--- config.mk ---
export PLATFORM = sky130hd
export DESIGN_NAME = csmulti_mac_stage
export DESIGN_NICKNAME = d
export VERILOG_FILES = /design/src/rtl/csmulti_mac_stage.sv
export SDC_FILE = /design/constraint.sdc
export NUM_CORES = 1
export LEC_CHECK = 0
export ABC_AREA = 1
export CAP_MARGIN = 20
export CORE_AREA = 5 5 151 153
export DETAILED_ROUTE_END_ITERATION = 8
export DIE_AREA = 0 0 156 158
export DONT_BUFFER_PORTS = 1
export MAX_ROUTING_LAYER = met4
export PLACE_DENSITY_LB_ADDON = 0.25
export SYNTH_ARGS = -nofsm -noshare
export SYNTH_HDL_FRONTEND = slang
export SYNTH_SLANG_ARGS = --single-unit
--- constraint.sdc ---
create_clock -name clk -period 6.5 [get_ports clk]
set_clock_uncertainty 0.05 [all_clocks]
set_input_delay 1.625 -clock clk [delete_from_list [all_inputs] [get_ports clk]]
set_output_delay 1.625 -clock clk [all_outputs]
set_load 0.05 [all_outputs]
--- src/rtl/csmulti_mac_stage.sv ---
// ============================================================================
// Module   : csmulti_mac_stage (with csmulti_fullbasecell multiplier)
// Brief    : Pipelined multiply-accumulate stage over in_last-delimited frames.
// Revision : 1.0  initial release
// ============================================================================
`default_nettype none

module csmulti_fullbasecell #(
  parameter int BITSIZE = 8
) (
  input  logic [BITSIZE-1:0]   factor0,
  input  logic [BITSIZE-1:0]   factor1,
  output logic [2*BITSIZE-1:0] product
);

  logic [BITSIZE-1:0] w_sum   [BITSIZE];
  logic [BITSIZE-1:0] w_carry [BITSIZE];
  logic [BITSIZE-1:0] w_pp;
  logic [BITSIZE-1:0] w_in;
  logic [BITSIZE-1:0] w_lo;
  logic [BITSIZE-1:0] w_hi;

  // Each row is a rank of full adders: partial product, shifted sum of the
  // row above and its saved carries. Only the final row is carry-propagated.
  always_comb begin
    for (int r = 0; r < BITSIZE; r++) begin
      w_sum[r]   = '0;
      w_carry[r] = '0;
    end
    w_pp = '0;
    w_in = '0;
    w_lo = '0;
    for (int r = 0; r < BITSIZE; r++) begin
      w_pp = factor0 & {BITSIZE{factor1[r]}};
      if (r == 0) begin
        w_sum[r]   = w_pp;
        w_carry[r] = '0;
      end else begin
        w_in       = {1'b0, w_sum[r-1][BITSIZE-1:1]};
        w_sum[r]   = w_pp ^ w_in ^ w_carry[r-1];
        w_carry[r] = (w_pp & w_in) | (w_pp & w_carry[r-1]) | (w_in & w_carry[r-1]);
      end
      w_lo[r] = w_sum[r][0];
    end
    w_hi = {1'b0, w_sum[BITSIZE-1][BITSIZE-1:1]} + w_carry[BITSIZE-1];
  end

  assign product = {w_hi, w_lo};

endmodule

module csmulti_mac_stage #(
  parameter int BITSIZE     = 8,
  parameter int ACC_WIDTH   = 2*BITSIZE+4,
  parameter int COUNT_WIDTH = 8
) (
  input  logic                   clk,
  input  logic                   rst_n,
  input  logic                   in_valid,
  output logic                   in_ready,
  input  logic [BITSIZE-1:0]     in_factor0,
  input  logic [BITSIZE-1:0]     in_factor1,
  input  logic                   in_last,
  output logic                   out_valid,
  input  logic                   out_ready,
  output logic [ACC_WIDTH-1:0]   out_acc,
  output logic [COUNT_WIDTH-1:0] out_count,
  output logic                   out_ovf
);

  logic [BITSIZE-1:0]     s1_f0_q, s1_f0_d;
  logic [BITSIZE-1:0]     s1_f1_q, s1_f1_d;
  logic                   s1_last_q, s1_last_d;
  logic                   s1_valid_q, s1_valid_d;
  logic [2*BITSIZE-1:0]   s2_prod_q, s2_prod_d;
  logic                   s2_last_q, s2_last_d;
  logic                   s2_valid_q, s2_valid_d;
  logic [ACC_WIDTH-1:0]   acc_q, acc_d;
  logic [COUNT_WIDTH-1:0] cnt_q, cnt_d;
  logic                   ovf_q, ovf_d;
  logic                   out_valid_q, out_valid_d;
  logic [ACC_WIDTH-1:0]   out_acc_q, out_acc_d;
  logic [COUNT_WIDTH-1:0] out_count_q, out_count_d;
  logic                   out_ovf_q, out_ovf_d;

  logic                   w_advance;
  logic                   w_accept;
  logic [2*BITSIZE-1:0]   w_product;
  logic [ACC_WIDTH:0]     w_prod_ext;
  logic [ACC_WIDTH:0]     w_sum;
  logic                   w_carry;
  logic [COUNT_WIDTH-1:0] w_cnt_inc;

  csmulti_fullbasecell #(
    .BITSIZE (BITSIZE)
  ) u_mult (
    .factor0 (s1_f0_q),
    .factor1 (s1_f1_q),
    .product (w_product)
  );

  // Whole pipeline stalls only while a result sits unconsumed.
  assign w_advance  = !out_valid_q || out_ready;
  assign w_accept   = in_valid && w_advance;
  assign w_prod_ext = (ACC_WIDTH+1)'(s2_prod_q);
  assign w_sum      = {1'b0, acc_q} + w_prod_ext;
  assign w_carry    = w_sum[ACC_WIDTH];
  assign w_cnt_inc  = (cnt_q == {COUNT_WIDTH{1'b1}}) ? cnt_q : cnt_q + COUNT_WIDTH'(1);

  always_comb begin
    s1_f0_d     = s1_f0_q;
    s1_f1_d     = s1_f1_q;
    s1_last_d   = s1_last_q;
    s1_valid_d  = s1_valid_q;
    s2_prod_d   = s2_prod_q;
    s2_last_d   = s2_last_q;
    s2_valid_d  = s2_valid_q;
    acc_d       = acc_q;
    cnt_d       = cnt_q;
    ovf_d       = ovf_q;
    out_valid_d = out_valid_q;
    out_acc_d   = out_acc_q;
    out_count_d = out_count_q;
    out_ovf_d   = out_ovf_q;
    if (w_advance) begin
      s1_f0_d     = in_factor0;
      s1_f1_d     = in_factor1;
      s1_last_d   = in_last;
      s1_valid_d  = w_accept;
      s2_prod_d   = w_product;
      s2_last_d   = s1_last_q;
      s2_valid_d  = s1_valid_q;
      out_valid_d = 1'b0;
      if (s2_valid_q) begin
        if (s2_last_q) begin
          // Frame end: publish and restart the accumulator on the same edge.
          out_acc_d   = w_sum[ACC_WIDTH-1:0];
          out_count_d = w_cnt_inc;
          out_ovf_d   = ovf_q | w_carry;
          out_valid_d = 1'b1;
          acc_d       = '0;
          cnt_d       = '0;
          ovf_d       = 1'b0;
        end else begin
          acc_d = w_sum[ACC_WIDTH-1:0];
          cnt_d = w_cnt_inc;
          ovf_d = ovf_q | w_carry;
        end
      end
    end
  end

  always_ff @(posedge clk or negedge rst_n) begin
    if (!rst_n) begin
      s1_f0_q     <= '0;
      s1_f1_q     <= '0;
      s1_last_q   <= 1'b0;
      s1_valid_q  <= 1'b0;
      s2_prod_q   <= '0;
      s2_last_q   <= 1'b0;
      s2_valid_q  <= 1'b0;
      acc_q       <= '0;
      cnt_q       <= '0;
      ovf_q       <= 1'b0;
      out_valid_q <= 1'b0;
      out_acc_q   <= '0;
      out_count_q <= '0;
      out_ovf_q   <= 1'b0;
    end else begin
      s1_f0_q     <= s1_f0_d;
      s1_f1_q     <= s1_f1_d;
      s1_last_q   <= s1_last_d;
      s1_valid_q  <= s1_valid_d;
      s2_prod_q   <= s2_prod_d;
      s2_last_q   <= s2_last_d;
      s2_valid_q  <= s2_valid_d;
      acc_q       <= acc_d;
      cnt_q       <= cnt_d;
      ovf_q       <= ovf_d;
      out_valid_q <= out_valid_d;
      out_acc_q   <= out_acc_d;
      out_count_q <= out_count_d;
      out_ovf_q   <= out_ovf_d;
    end
  end

  assign in_ready  = w_advance;
  assign out_valid = out_valid_q;
  assign out_acc   = out_acc_q;
  assign out_count = out_count_q;
  assign out_ovf   = out_ovf_q;

endmodule

`default_nettype wire

==> insert_results.sql <==
INSERT INTO impl_metrics (metric_group, metric, value, unit) VALUES
('outcome', 'outcome', 'completed', ''),
('placement', 'number_of_buffers_inserted_by_port_buffering', '0', ''),
('grt', 'grt_first_pass_wirelength', '26400', 'µm'),
('yosys', 'synth_cell_types', '38', ''),
('clock_tree', 'clk_pin_slew', '0.07', 'ns'),
('critical_path', 'timing.critical_path.max_delay_family', 'adder cells', ''),
('floorplan', 'floorplan.core_area', '0.02142', 'mm²'),
('cells_and_area', 'post_layout_net_count', '935', ''),
('critical_path', 'timing.critical_path.cells', 'nand2_1 > inv_1 > ha_1 > inv_1 > fa_1 > inv_1 > fa_1 > fa_1 > fa_1 > inv_1 > fa_1 > inv_1 > fa_1 > ha_1 > inv_1 > fa_1 > inv_1 > nand4_1 > nand3_1 > or2_2 > nand3_1 > nand2_1', ''),
('yosys', 'yosys-top-cells-count', 'nand2_1 (330), inv_1 (132), dfrtp_1 (95)', ''),
('critical_path', 'critical_path_cell_count', '22', ''),
('cells_and_area', 'final_layout_size_suffix_gt1_share', '6.517', '%'),
('yosys', 'synth_async_sr_flop_share', '100.0', '%'),
('clock_tree', 'post_cts.repair.setup_buffers', '0', ''),
('critical_path', 'crit_path_end', 's2_prod_q[14]', ''),
('sta', 'timing_worst_slew_pin_value', '0.9037', 'ns'),
('sta', 'maxClockFrequency', '190.6', 'MHz'),
('critical_path', 'cp.buffers_inverters', '7', ''),
('critical_path', 'cp_max_fo', '9', ''),
('floorplan', 'fp-row-count', '54', ''),
('yosys', 'synth.ff_latch_count', '95', ''),
('detailed_routing', 'via_per_inst', '4.401', ''),
('floorplan', 'die_w', '156', 'µm'),
('detailed_routing', 'route.detailed.drc', '0', ''),
('worst_hold_path', 'worst_hold_path_class', 'reg2reg', ''),
('sta', 'setup_viol', '0', ''),
('yosys', 'syn-mean-instance-area', '7.811', 'µm²'),
('detailed_routing', 'wire_per_inst', '13.40', 'µm'),
('grt', 'grt_util_all_layers', '13.65', '%'),
('detailed_routing', 'firstDrtPassIters', '4', ''),
('clock_tree', 'clock_tree.htree_level_count', '3', ''),
('yosys', 'cell_type_with_the_largest_total_area_after_synthesis', 'dfrtp_1', ''),
('clock_tree', 'hold_buffers', '0', ''),
('critical_path', 'cp_data_required_time', '6.68', 'ns'),
('placement', 'gp_congestion', '0.8335', ''),
('detailed_routing', 'drt_wl_total', '15060', 'µm'),
('clock_tree', 'clk_latency', '0.35', 'ns'),
('floorplan', 'num_io_pins', '52', ''),
('yosys', 'post_syn_nets', '954', ''),
('yosys', 'dominantRegCellSynth', 'dfrtp_1', ''),
('clock_tree', 'cts_buffers', '9', ''),
('yosys', 'synth.most_common_cell', 'nand2_1', ''),
('yosys', 'yosysWarnings', '0', ''),
('clock_tree', 'cts_tree', 'built', ''),
('detailed_routing', 'vias', '4947', ''),
('clock_tree', 'clkSinkCount', '95', ''),
('critical_path', 'timing.rr.end', 's2_prod_q[14]', ''),
('sta', 'fin_crit_sh', '80.70', '%'),
('critical_path', 'arrival', '5.43', 'ns'),
('floorplan', 'die-height', '158', 'µm'),
('critical_path', 'critical_path.startpoint', 's1_f1_q[1]', ''),
('yosys', 'synth_edf_count', '0', ''),
('clock_tree', 'cts-root-buf', 'clkbuf_16', ''),
('sta', 'final-max-slew-violation-count', '0', ''),
('critical_path', 'reg2reg_slack', '1.25', 'ns'),
('yosys', 'syn_area', '0.006701', 'mm²'),
('yosys', 'seq_total_area_yosys', '35.47', '%'),
('yosys', 'synth.area.top_cells', 'dfrtp_1 (35%), nand2_1 (18%), fa_1 (13%)', ''),
('yosys', 'netlist_instances', '858', ''),
('cells_and_area', 'fillCellCount', '2253', ''),
('cells_and_area', 'num_antenna_cells', '0', ''),
('grt', 'pin_count_of_the_biggest_net_entering_global_routing', '96', ''),
('clock_tree', 'post_cts.resized_instances', '0', ''),
('critical_path', 'critPathKind', 'reg2reg', ''),
('grt', 'gr-total-overflow', '0', ''),
('sta', 'fin_crit', '5.245', 'ns'),
('sta', 'timing.max_slew.rel_slack', '39.66', '%'),
('grt', 'vias_in_the_first_global_route', '5171', ''),
('clock_tree', 'clk_path_buf_depth', '2', ''),
('placement', 'detailedPlacementHpwl', '11150', 'µm'),
('job', 'timing.max_cap.violations', '0', '');
[cells in the final DEF (no fill, tap or decap), types with 7 or more instances in the layout]
cell type / synthesis / layout
nand2_1: 330 / 330
nand3b_1: 9 / 9
nand2_2: 8 / 8
xnor2_1: 7 / 7
inv_1: 132 / 131
a21oi_1: 15 / 15
clkbuf_16: 0 / 9
o21ai_0: 24 / 24
nor2_1: 29 / 29
fa_1: 44 / 44
dfrtp_1: 95 / 95
a31oi_1: 7 / 7
nand3_1: 34 / 34
ha_1: 31 / 31
[state kept, by name, indices dropped and copies added (netlist names)]
| register | flops |
|---|---|
| s1_f0_q | 8 |
| out_valid | 1 |
| out_count | 8 |
| s2_prod_q | 16 |
| ovf_q | 1 |
| s2_last_q | 1 |
| s1_last_q | 1 |
| cnt_q | 8 |
| s2_valid_q | 1 |
| out_acc | 20 |
| s1_f1_q | 8 |
| s1_valid_q | 1 |
| acc_q | 20 |
| out_ovf | 1 |
[final cells by class]
cell class	count	area [µm²]	share of cell area, %
Clock buffer	10	239.0	3.313
Clock inverter	6	52.55	0.7285
Inverter	137	519.2	7.199
Multi-Input combinational cell	594	3660	50.74
Sequential cell	95	2377	32.96
Tap cell	280	350.3	4.857
Timing Repair Buffer	2	15.01	0.2082
[tightest hold or removal path, delay by kind of cell, from the launching register on]
kind / cells / cell delay, ns
flip-flops: 1 / 0.34
AND/OR/NAND/NOR: 2 / 0.10
[how the worst min path moves through the flow]
stage	start	endpoint	slack, ns	depth (start not counted)
2_1_floorplan	s1_last_q	s1_last_q	0.40	2
4_1_cts	s1_last_q	s1_last_q	0.44	2
6_report	s1_last_q	s1_last_q	0.43	2
3_3_place_gp	s1_valid_q	s1_valid_q	0.42	2
5_1_grt	acc_q[12]	acc_q[12]	0.46	2
3_5_place_dp	s1_last_q	s1_last_q	0.42	2
[cells by family after synthesis]
kind of cell / Yosys count / synth area share (%)
fa+ha+maj: 75 / 18.93
xor+xnor: 13 / 1.699
compound gates: 63 / 5.359
simple gates: 443 / 28.62
flops: 95 / 35.47
buf+inv: 169 / 9.914
[through the flow]
step                      area, µm²  hold WS, ns  cells  utilization (%)  worst slack (ns)
after floorplan                6701       0.3992    858                -             1.415
after global placement         6922       0.4167   1108            32.32             1.323
after detailed placement       6922       0.4184   1108            32.32             1.235
after CTS                      7213       0.4363   1124            33.68             1.216
after global routing           7213       0.4583   1124            33.68            0.9610
final                          7213       0.4293   1124            33.68             1.255
[per-layer routing]
metal / share of wire (%) / global-route usage, % / vias to the layer above
met5: 0 / - / -
met4: 0.91 / 2.751 / 0
met3: 3.5 / 2.706 / 11
met2: 48 / 23.18 / 69
met1: 47 / 17.02 / 2291
li1: - / - / 2576
Power is not shown: default switching activity piles up to over one toggle a cycle in this logic, so the estimate is an artifact.
